[config.mk]
export PLATFORM = sky130hd
export DESIGN_NAME = button_debounce
export DESIGN_NICKNAME = d
export VERILOG_FILES = /design/src/rtl/button_debounce.sv
export SDC_FILE = /design/constraint.sdc
export NUM_CORES = 1
export LEC_CHECK = 0
export CAP_MARGIN = 20
export CORE_ASPECT_RATIO = 0.8
export CORE_MARGIN = 8
export CORE_UTILIZATION = 56
export CTS_CLUSTER_DIAMETER = 40
export DETAILED_ROUTE_END_ITERATION = 6
export GPL_TIMING_DRIVEN = 0
export PLACE_DENSITY = 0.76
export SLEW_MARGIN = 40
export SYNTH_ARGS = -nofsm -noshare
export SYNTH_HDL_FRONTEND = slang
export SYNTH_SLANG_ARGS = --single-unit
[constraint.sdc]
create_clock -name clk -period 2.2 [get_ports clk]
set_clock_uncertainty 0.15 [all_clocks]
set_input_delay 0.44 -clock clk [delete_from_list [all_inputs] [get_ports clk]]
set_output_delay 0.44 -clock clk [all_outputs]
set_load 0.02 [all_outputs]
[src/rtl/button_debounce.sv]
// button_debounce: synchronise a raw pad button and debounce it into a level plus press/release/long-press pulses
module button_debounce #(
  parameter int DEBOUNCE_CYCLES   = 1000000,
  parameter int LONG_PRESS_CYCLES = 100000000,
  parameter bit ACTIVE_LOW        = 1'b0
) (
  input  logic clk,
  input  logic rst,
  input  logic button,
  output logic btn_level,
  output logic btn_press,
  output logic btn_release,
  output logic btn_long
);
  localparam int DW = $clog2(DEBOUNCE_CYCLES);
  localparam int HW = $clog2(LONG_PRESS_CYCLES + 1);
  localparam logic [DW-1:0] DLAST = DW'(DEBOUNCE_CYCLES - 1);
  localparam logic [HW-1:0] HMAX = HW'(LONG_PRESS_CYCLES);
  typedef enum logic [1:0] {RELEASED, PRESS_WAIT, PRESSED, RELEASE_WAIT} state_t;
  state_t state_q, state_d;
  logic sync1_q, sync1_d, sync2_q, sync2_d, s;
  logic [DW-1:0] dcnt_q, dcnt_d;
  logic [HW-1:0] hcnt_q, hcnt_d;
  logic btn_level_q, btn_level_d, btn_press_q, btn_press_d;
  logic btn_release_q, btn_release_d, btn_long_q, btn_long_d;
  assign s = sync2_q ^ ACTIVE_LOW;
  // next-state logic: hcnt is held through RELEASE_WAIT so a release glitch cannot re-arm btn_long
  always_comb begin
    sync1_d = button;
    sync2_d = sync1_q;
    state_d = state_q;
    dcnt_d = dcnt_q;
    hcnt_d = hcnt_q;
    btn_level_d = btn_level_q;
    btn_press_d = 1'b0;
    btn_release_d = 1'b0;
    btn_long_d = 1'b0;
    case (state_q)
      RELEASED: begin
        if (s) begin
          state_d = PRESS_WAIT;
          dcnt_d = '0;
        end
      end
      PRESS_WAIT: begin
        if (!s) state_d = RELEASED;
        else if (dcnt_q == DLAST) begin
          state_d = PRESSED;
          btn_level_d = 1'b1;
          btn_press_d = 1'b1;
          hcnt_d = '0;
        end else dcnt_d = dcnt_q + 1'b1;
      end
      PRESSED: begin
        if (!s) begin
          state_d = RELEASE_WAIT;
          dcnt_d = '0;
        end else if (hcnt_q < HMAX) begin
          hcnt_d = hcnt_q + 1'b1;
          btn_long_d = (hcnt_q == HMAX - 1'b1);
        end
      end
      RELEASE_WAIT: begin
        if (s) state_d = PRESSED;
        else if (dcnt_q == DLAST) begin
          state_d = RELEASED;
          btn_level_d = 1'b0;
          btn_release_d = 1'b1;
        end else dcnt_d = dcnt_q + 1'b1;
      end
      default: state_d = RELEASED;
    endcase
  end
  // state, counters, synchroniser and registered outputs; synchroniser resets to the idle pad level
  always_ff @(posedge clk or negedge rst) begin
    if (!rst) begin
      sync1_q <= ACTIVE_LOW;
      sync2_q <= ACTIVE_LOW;
      state_q <= RELEASED;
      dcnt_q <= '0;
      hcnt_q <= '0;
      btn_level_q <= 1'b0;
      btn_press_q <= 1'b0;
      btn_release_q <= 1'b0;
      btn_long_q <= 1'b0;
    end else begin
      sync1_q <= sync1_d;
      sync2_q <= sync2_d;
      state_q <= state_d;
      dcnt_q <= dcnt_d;
      hcnt_q <= hcnt_d;
      btn_level_q <= btn_level_d;
      btn_press_q <= btn_press_d;
      btn_release_q <= btn_release_d;
      btn_long_q <= btn_long_d;
    end
  end
  assign btn_level = btn_level_q;
  assign btn_press = btn_press_q;
  assign btn_release = btn_release_q;
  assign btn_long = btn_long_q;
endmodule

==> impl_metrics.tcl, run 1 <==
set metrics [dict create \
    status "completed" \
    syn_area_um2 3080 \
    die_h_um 82.3 \
    async_reset_ff_share_pct 100 \
    p_sw_share_pct 23.7 \
    postSynthAreaPerCell_um2 9.47 \
    max_freq_ghz 0.460 \
    p_leak_nw 1.53 \
    drt_first_iter_violations 299 \
    dp_cells 397 \
    path_max_fanout 5 \
    power_frac_comb_pct 5.9 \
    seqPwrFrac_pct 58.8 \
    place_congestion 0.902 \
    dr_total_vias 2735 \
    grt_pass1_wl_um 11800 \
    grt_max_degree 44 \
    std_cell_rows 24 \
    yosysSeqAreaShare_pct 44.7 \
    crit_required_ns 2.25 \
    setup_viol 0 \
    gr-usage-all-layers_pct 18.2 \
    ys_warn_count 0 \
    critical_path_class "register to register" \
    slew_headroom_pct 61.7 \
    worst-endpoint-arrival_ns 2.22 \
    max_cap_viol_count 0 \
    ys_ff_latch 55 \
    finalHoldViolations 0 \
    worst_pin_slew_ns 0.575 \
    hp-class "register to register" \
    die_area_um2 8140 \
    synth_top_area_share_pct 44.7 \
    routedWlPerCell_um 18.2 \
    cts_root_buffer "clkbuf_8" \
    core-area_um2 5380 \
    fin_crit_sh_pct 98.7 \
    post-route-drc-count 0 \
    fin_cells 423 \
    clockBufferDepth 2 \
    first_pass_iters 5 \
    htreeDepth 2 \
    clock_latency_ns 0.32 \
    gr-total-overflow 0 \
    clkPwrFrac_pct 35.2 \
    ios 7 \
    setup_slack_ns 0.0284 \
    fillers 415 \
    die_w_um 98.9 \
    syn_nets 330 \
    pre_cts_ws_ns -0.149 \
    syn_inst 325 \
    finalMaxSlewViolations 0 \
    powerDensity_nw_per_um2 483 \
    synth_edf_count 0 \
    fin_tns_setup_ns 0 \
    rsz0062_at_grt "yes" \
    cts.clk_slew.worst_paths_ns 0.10 \
    initial_core_util_pct 57.3 \
    yosys.area.top_type "dfrtp_1" \
    dp.final_hpwl_um 4940 \
    nets 362 \
    area_growth_pct 19.7 \
    ys_types 67 \
    endpoint_kind "register" \
    tritoncts "done" \
    finalWirelength_um 7710 \
    synth_area_leaders "dfrtp_1 (45%), nand3_1 (3.9%), nand2_1 (3.9%), nor2_1 (3.8%), o31ai_1 (3.2%)" \
    period_needed_ns 2.17 \
    antenna_found_initial 0 \
    viasPerCell 6.47 \
    clock_sinks 55 \
    synthFlopType "dfrtp_1" \
    io_buffers 6 \
    design_area_um2 3680 \
    antenna_cells 0 \
    place_area_um2 3240 \
    totalPowerFinal_mw 1.78 \
    cts_buffers 5 \
    startpoint_type "register" \
    drive_gt1_share_pct 24.6 \
    grt_pass1_vias 2395 \
    p_switching_mw 0.421 \
    postRouteAntennaNets 0 \
    peakVddDrop_mv 0.223 \
    p_int_mw 1.36 \
]
## per-stage QoR
stage	hold slack (ns)	utilization, %
after floorplan	-0.00559	-
after global placement	0.186	59.9
after detailed placement	0.153	60.3
after CTS	0.214	63.2
after global routing	0.236	68.5
final	0.209	68.5
## layout make-up
cell class	instances	area [µm²]	area share [%]
Inverter	9	46.3	1.26
Buffer	11	83.8	2.28
Timing Repair Buffer	28	238	6.45
Sequential cell	55	1390	37.6
Multi-Input combinational cell	247	1750	47.5
Clock buffer	8	100	2.72
Tap cell	65	81.3	2.21
## synth_stat cells (3+ instances only)
cell      number
a21oi_1        7
clkbuf_1       3
mux2i_1        4
nand2_1       32
a22o_1         9
xor2_1         8
nand3_1       24
or3_1          3
and3_1        12
nand4_1       10
inv_1          7
o31ai_1       13
nand2b_1       3
dfrtp_1       55
o21ai_0       14
a21o_1         3
buf_2          7
buf_6          3
nor2_1        31
nor3_1        11
a31oi_1        7
## layout by cell type (no fill, tap or decap), types with 4 or more instances in the layout
cell type / count
dfrtp_1: 48
dfrtp_2: 7
a21oi_1: 6
nor3_1: 9
a22o_1: 9
buf_4: 21
a31oi_1: 7
mux2i_1: 4
buf_6: 5
and3_1: 10
o21ai_0: 11
clkdlybuf4s50_1: 5
nand4_1: 10
inv_1: 7
xor2_1: 8
nand2_1: 31
nand3_1: 22
buf_2: 4
nor2_1: 30
o31ai_1: 10
clkbuf_8: 7
## repair_timing
item / CTS / global route
pin swaps: 3 / 9
cloned: 0 / 1
gates resized for setup: 9 / 47
hold buffers: 1 / 0
endpoints found under the setup margin: 30 / 42
endpoints found under the hold margin: 12 / 0
setup buffers: 3 / 16
## kinds of logic (layout without fill, tap and decap cells)
family                     count (synthesis)  in the layout  synth area share [%]
AOI/OAI and AO/OA                         72             72                  17.5
adders and majority gates                  2              2                 0.813
DFF                                       55             55                  44.7
xor gates and xnor gates                  10             10                  2.85
muxes                                      6              6                  2.03
and+or+nand+nor                          157            157                  28.2
buffers and inverters                     23             56                  3.90
## routing by layer
| metal | track usage (%) | part of all wire (%) | wire (µm) |
|---|---|---|---|
| met1 | 26.5 | 48 | 3700 |
| met2 | 26.6 | 44 | 3390 |
| met3 | 3.27 | 6.9 | 531 |
| met4 | 6.26 | 1.2 | 93 |
| met5 | 0 | 0 | 0 |
## final timing paths
| check | start | to | slack [ns] | cells past startpoint |
|---|---|---|---|---|
| worst min-delay path | sync1_q$_DFF_PN0_ | s$_DFF_PN0_ | 0.21 | 0 |
| worst max register to register | dcnt_q[8]$_DFFE_PN0P_ | hcnt_q[16]$_DFFE_PN0P_ | 0.03 | 6 |
| worst min register to register | sync1_q$_DFF_PN0_ | s$_DFF_PN0_ | 0.21 | 0 |
| min in group asynchronous | rst | hcnt_q[15]$_DFFE_PN0P_ | 0.35 | 2 |
| worst max-delay path | dcnt_q[8]$_DFFE_PN0P_ | hcnt_q[16]$_DFFE_PN0P_ | 0.03 | 6 |
| max in group asynchronous | rst | dcnt_q[15]$_DFFE_PN0P_ | 1.06 | 3 |
## critical path, cell delays in order (launching register included)
cell and delay, ns:
dfrtp_2 0.47, nor4_4 0.34, nand4_4 0.18, nor3_4 0.28, a21oi_2 0.11, buf_4 0.20, o32a_1 0.34
## power by group through the flow
stage	clock network, mW	registers, mW	logic [mW]
6_report	0.627	1.05	0.106
4_1_cts	0.624	1.04	0.0978
3_5_place_dp	0	1.06	0.0946
5_1_grt	0.658	1.05	0.116
3_3_place_gp	0	1.06	0.0883
2_1_floorplan	0	1.06	0.0518
## registers in the layout (all words and copies together), names as in the netlist, named ones only
name / flops
s: 1
btn_level: 1
sync1_q: 1
btn_long: 1
btn_release: 1
state_q: 1
btn_press: 1
dcnt_q: 20
hcnt_q: 27
Note: power is estimated with default switching activity, not from simulation.
==> run 2, diff against run 1 <==
CORE_UTILIZATION = 62   (was 56)
PLACE_DENSITY = 0.8   (was 0.76)
clock period = 2.3 ns   (was 2.2 ns; I/O delays follow)
==> impl_metrics.tcl, run 2 (synthesis gave the netlist of run 1 again) <==
set metrics [dict create \
    htreeDepth 2 \
    crit_path_cell_trace "and4bb_1 -> nand4_4 -> nor3_4 -> a21oi_1 -> nor2_1 -> a31oi_1" \
    cts.clk_slew.worst_paths_ns 0.10 \
    core-area_um2 4890 \
    crit_buf_inv 0 \
    postRouteAntennaNets 0 \
    largest_reg_flops 27 \
    worst_pin_slew_ns 0.709 \
    die_h_um 79.0 \
    ios 7 \
    finalWirelength_um 7480 \
    antenna_found_initial 0 \
    endpoint_kind "register" \
    place_congestion 0.878 \
    fin_crit_sh_pct 99.4 \
    setup_viol 0 \
    powerDensity_nw_per_um2 472 \
    design_area_um2 3440 \
    max_cap_viol_count 0 \
    final_cell_mix "dfrtp_1 (51), nand2_1 (32), nor2_1 (31), nand3_1 (23), o21ai_0 (14)" \
    tritoncts "done" \
    max_stage_delay_ns 0.48 \
    die_area_um2 7490 \
    routedWlPerCell_um 18.5 \
    gr-usage-all-layers_pct 19.6 \
    drt_first_iter_violations 259 \
    final_common_cell "dfrtp_1" \
    drive_gt1_share_pct 17.0 \
    clock_latency_ns 0.32 \
    rsz0062_at_grt "yes" \
    peakVddDrop_mv 0.328 \
    grt_max_degree 39 \
    cp_num_cells 6 \
    clockBufferDepth 2 \
    reg.largest.list "hcnt_q: 27 flops, dcnt_q: 20 flops" \
    dr_total_vias 2616 \
    finalMaxSlewViolations 0 \
    dp.final_hpwl_um 4960 \
    grt_pass1_vias 2370 \
    crit_required_ns 2.32 \
    io_buffers 6 \
    critPathSlowestCell "dfrtp_1" \
    grt_pass1_wl_um 11700 \
    path_max_fanout 6 \
    largest-register "hcnt_q" \
    critical_path_class "register to register" \
    holdPathStages 0 \
    cts_buffers 5 \
    die_w_um 94.8 \
    fin_tns_setup_ns 0 \
    nets 346 \
    antenna_cells 0 \
    finalHoldViolations 0 \
    r2r_cells 6 \
    first_pass_iters 5 \
    place_area_um2 3240 \
    cp_top_family "simple AND/OR/NAND/NOR gates" \
    max_freq_ghz 0.438 \
    startpoint_type "register" \
    clock_sinks 55 \
    viasPerCell 6.48 \
    gr-total-overflow 0 \
    period_needed_ns 2.29 \
    area_growth_pct 11.8 \
    status "completed" \
    post-route-drc-count 0 \
    std_cell_rows 23 \
    slew_headroom_pct 52.5 \
    cts_root_buffer "clkbuf_8" \
    p_leak_nw 1.41 \
    worst-endpoint-arrival_ns 2.30 \
    hp-class "register to register" \
    initial_core_util_pct 62.9 \
]
run 2: changes by cell type in the layout (fill, tap and decap cells not counted), sizes merged:
| cell | change |
|---|---|
| buf | -19 |
| inv | +1 |
| clkinv | +2 |
run 2: layout make-up:
cell class                      instances  area (µm²)
Clock buffer                            5        68.8
Buffer                                 13        75.1
Sequential cell                        55        1380
Multi-Input combinational cell        247        1690
Inverter                                9        36.3
Clock inverter                          3        15.0
Timing Repair Buffer                   10         103
Fill cell                             378        1450
Tap cell                               62        77.6
run 2: worst paths after layout:
check | from | to | slack [ns]
setup / recovery | dcnt_q[11]$_DFFE_PN0P_ | hcnt_q[5]$_DFFE_PN0P_ | 0.01
max in group asynchronous | rst | dcnt_q[7]$_DFFE_PN0P_ | 1.10
hold reg to reg | sync1_q$_DFF_PN0_ | s$_DFF_PN0_ | 0.22
hold / removal | sync1_q$_DFF_PN0_ | s$_DFF_PN0_ | 0.22
setup reg to reg | dcnt_q[11]$_DFFE_PN0P_ | hcnt_q[5]$_DFFE_PN0P_ | 0.01
min in group asynchronous | rst | btn_release$_DFF_PN0_ | 0.40
run 2: layer usage:
metal | vias up | track usage (%) | part of all wire (%)
met4 | 0 | 6.07 | 1.7
met2 | 98 | 27.8 | 45
met5 | - | 0 | 0
met3 | 16 | 3.39 | 6.2
met1 | 1264 | 29.4 | 47
li1 | 1238 | - | -
run 2: power by group:
group | internal (mW) | switching, mW | total, mW
Sequential | 0.983 | 0.0181 | 1.00
Combinational | 0.0330 | 0.0575 | 0.0905
Clock | 0.210 | 0.323 | 0.533
run 2: through the flow:
step	power (mW)	util [%]	hold WS, ns	cells	setup slack (ns)
after detailed placement	1.11	66.2	0.199	394	-0.0735
after global routing	1.68	70.4	0.229	404	-0.0458
final	1.62	70.4	0.219	404	0.0148
after global placement	1.10	65.7	0.210	393	-1.07
after floorplan	1.06	-	0.0144	325	0.172
after CTS	1.63	68.2	0.221	403	0.00208
run 2: timing repair:
item                       CTS  global route
gates cloned                 0             0
hold endpoints to repair    17             0
hold buffers                 1             0
setup buffers                0             2
pin swaps                    1             5
gates resized for setup      1            22
setup endpoints to repair   20            36
==> run 3, diff against run 2 <==
CORE_MARGIN = 5   (was 8)
CORE_UTILIZATION = 26   (was 62)
PLACE_DENSITY = default   (was 0.8)
==> impl_metrics.tcl, run 3 (synthesis gave the netlist of run 1 again) <==
set metrics [dict create \
    p_leak_nw 1.50 \
    grt_pass1_vias 2413 \
    fin_tns_setup_ns 0 \
    setup_viol 0 \
    finalHoldViolations 0 \
    max_freq_ghz 0.446 \
    clockBufferDepth 2 \
    fin_util_pct 32.1 \
    fillers 1193 \
    core-area_um2 11600 \
    antenna_cells 0 \
    initial_core_util_pct 26.6 \
    tritoncts "done" \
    die_area_um2 14100 \
    clock_sinks 55 \
    worst_pin_slew_ns 0.820 \
    die_h_um 107 \
    viasPerCell 5.15 \
    place_congestion 0.833 \
    post-route-drc-count 0 \
    std_cell_rows 35 \
    max_stage_delay_ns 0.39 \
    dp_cells 480 \
    path_max_fanout 9 \
    slew_headroom_pct 45.1 \
    critical_path_class "register to register" \
    status "completed" \
    finalMaxSlewViolations 0 \
    first_pass_iters 4 \
    finalWirelength_um 7560 \
    antenna_found_initial 0 \
    fin_crit_sh_pct 97.5 \
    pre_cts_ws_ns -0.130 \
    nets 357 \
    startpoint_type "register" \
    critPathSlowestCell "nor4_4" \
    die_w_um 132 \
    setup_slack_ns 0.0576 \
    largest_reg_flops 27 \
    powerDensity_nw_per_um2 497 \
    hold_start "sync1_q$_DFF_PN0_" \
    postRouteAntennaNets 0 \
    period_needed_ns 2.24 \
    final_common_cell "dfrtp_1" \
    drive_gt1_share_pct 20.4 \
    max_cap_viol_count 0 \
    r2r_end "hcnt_q[20]$_DFFE_PN0P_" \
    clock_latency_ns 0.29 \
    drt_first_iter_violations 148 \
    final_cell_mix "dfrtp_1 (50), nand2_1 (32), nor2_1 (30), nand3_1 (23), buf_4 (14)" \
    fin_cells 501 \
    grt_max_degree 41 \
    r2r-start "hcnt_q[13]$_DFFE_PN0P_" \
    reg.largest.list "hcnt_q: 27 flops, dcnt_q: 20 flops" \
    largest-register "hcnt_q" \
    routedWlPerCell_um 15.1 \
    cts_root_buffer "clkbuf_16" \
    hp-class "register to register" \
    rrSetupSlack_ns 0.06 \
    io_buffers 6 \
    cts_buffers 5 \
    holdPathStages 0 \
    crit_required_ns 2.37 \
    htreeDepth 2 \
    worst-endpoint-arrival_ns 2.32 \
    area_growth_pct 20.7 \
    crit_path_cell_trace "buf_6 -> nand4_1 -> nor4_4 -> o311ai_4 -> and2_1 -> buf_4 -> o21ai_4 -> a221o_1" \
    grt_pass1_wl_um 12400 \
    cts.clk_slew.worst_paths_ns 0.07 \
    holdWs_ns 0.205 \
    gr-total-overflow 0 \
    peakVddDrop_mv 0.324 \
    ios 7 \
    endpoint_kind "register" \
    gr-usage-all-layers_pct 10.5 \
    dp.final_hpwl_um 5190 \
    dr_total_vias 2581 \
    r2r_cells 8 \
    hold_end "s$_DFF_PN0_" \
]
[run 3: layout make-up]
| type | count | area, µm² | share of cell area [%] |
|---|---|---|---|
| Tap cell | 148 | 185 | 4.98 |
| Inverter | 9 | 41.3 | 1.11 |
| Clock inverter | 2 | 12.5 | 0.337 |
| Multi-Input combinational cell | 247 | 1670 | 45.0 |
| Clock buffer | 6 | 129 | 3.47 |
| Timing Repair Buffer | 20 | 195 | 5.25 |
| Buffer | 14 | 98.8 | 2.66 |
| Sequential cell | 55 | 1380 | 37.2 |
[run 3: how the worst max path moves through the flow]
stage                             endpoint  depth (start not counted)  slack (ns)              startpoint
floorplan           dcnt_q[18]$_DFFE_PN0P_                         11        0.17   dcnt_q[0]$_DFFE_PN0P_
global placement     hcnt_q[8]$_DFFE_PN0P_                          1       -1.11                     rst
detailed placement  hcnt_q[13]$_DFFE_PN0P_                          7       -0.13   dcnt_q[0]$_DFFE_PN0P_
CTS                 dcnt_q[19]$_DFFE_PN0P_                         11       0.003   dcnt_q[0]$_DFFE_PN0P_
global route        hcnt_q[22]$_DFFE_PN0P_                          7       -0.01   hcnt_q[0]$_DFFE_PN0P_
finish              hcnt_q[20]$_DFFE_PN0P_                          8        0.06  hcnt_q[13]$_DFFE_PN0P_
[run 3: stage by stage]
step	area [µm²]	total power, mW
final	3720	1.85
after global routing	3720	1.94
after CTS	3530	1.86
after detailed placement	3350	1.11
after global placement	3320	1.10
after floorplan	3080	1.06
[run 3: what timing repair did]
| action | in CTS | in global routing |
|---|---|---|
| endpoints found under the setup margin | 22 | 23 |
| buffers inserted | 0 | 11 |
| gates cloned | 0 | 1 |
| resized for setup | 7 | 27 |
| hold buffers | 1 | 0 |
| hold endpoints to repair | 15 | 0 |
| pin swaps | 4 | 15 |
[run 3: per-layer routing]
layer	vias up	GRT usage (%)	part of all wire [%]
met3	5	1.26	3.3
li1	1259	-	-
met1	1260	15.1	49
met5	-	0	0
met4	0	2.64	0.93
met2	57	17.0	47
[run 3: power breakdown]
group / total, mW / internal (mW) / switching (mW)
logic: 0.102 / 0.0414 / 0.0608
clock network: 0.743 / 0.403 / 0.340
registers: 1.00 / 0.983 / 0.0178
total: 1.85 / 1.43 / 0.419
[run 3: critical path: cells and delay by family, from the launching register on]
| family | cells | cell delay, ns |
|---|---|---|
| flip-flops | 1 | 0.36 |
| AND/OR/NAND/NOR | 3 | 0.71 |
| buffers and inverters | 2 | 0.29 |
| AO/OA/AOI/OAI | 3 | 0.66 |
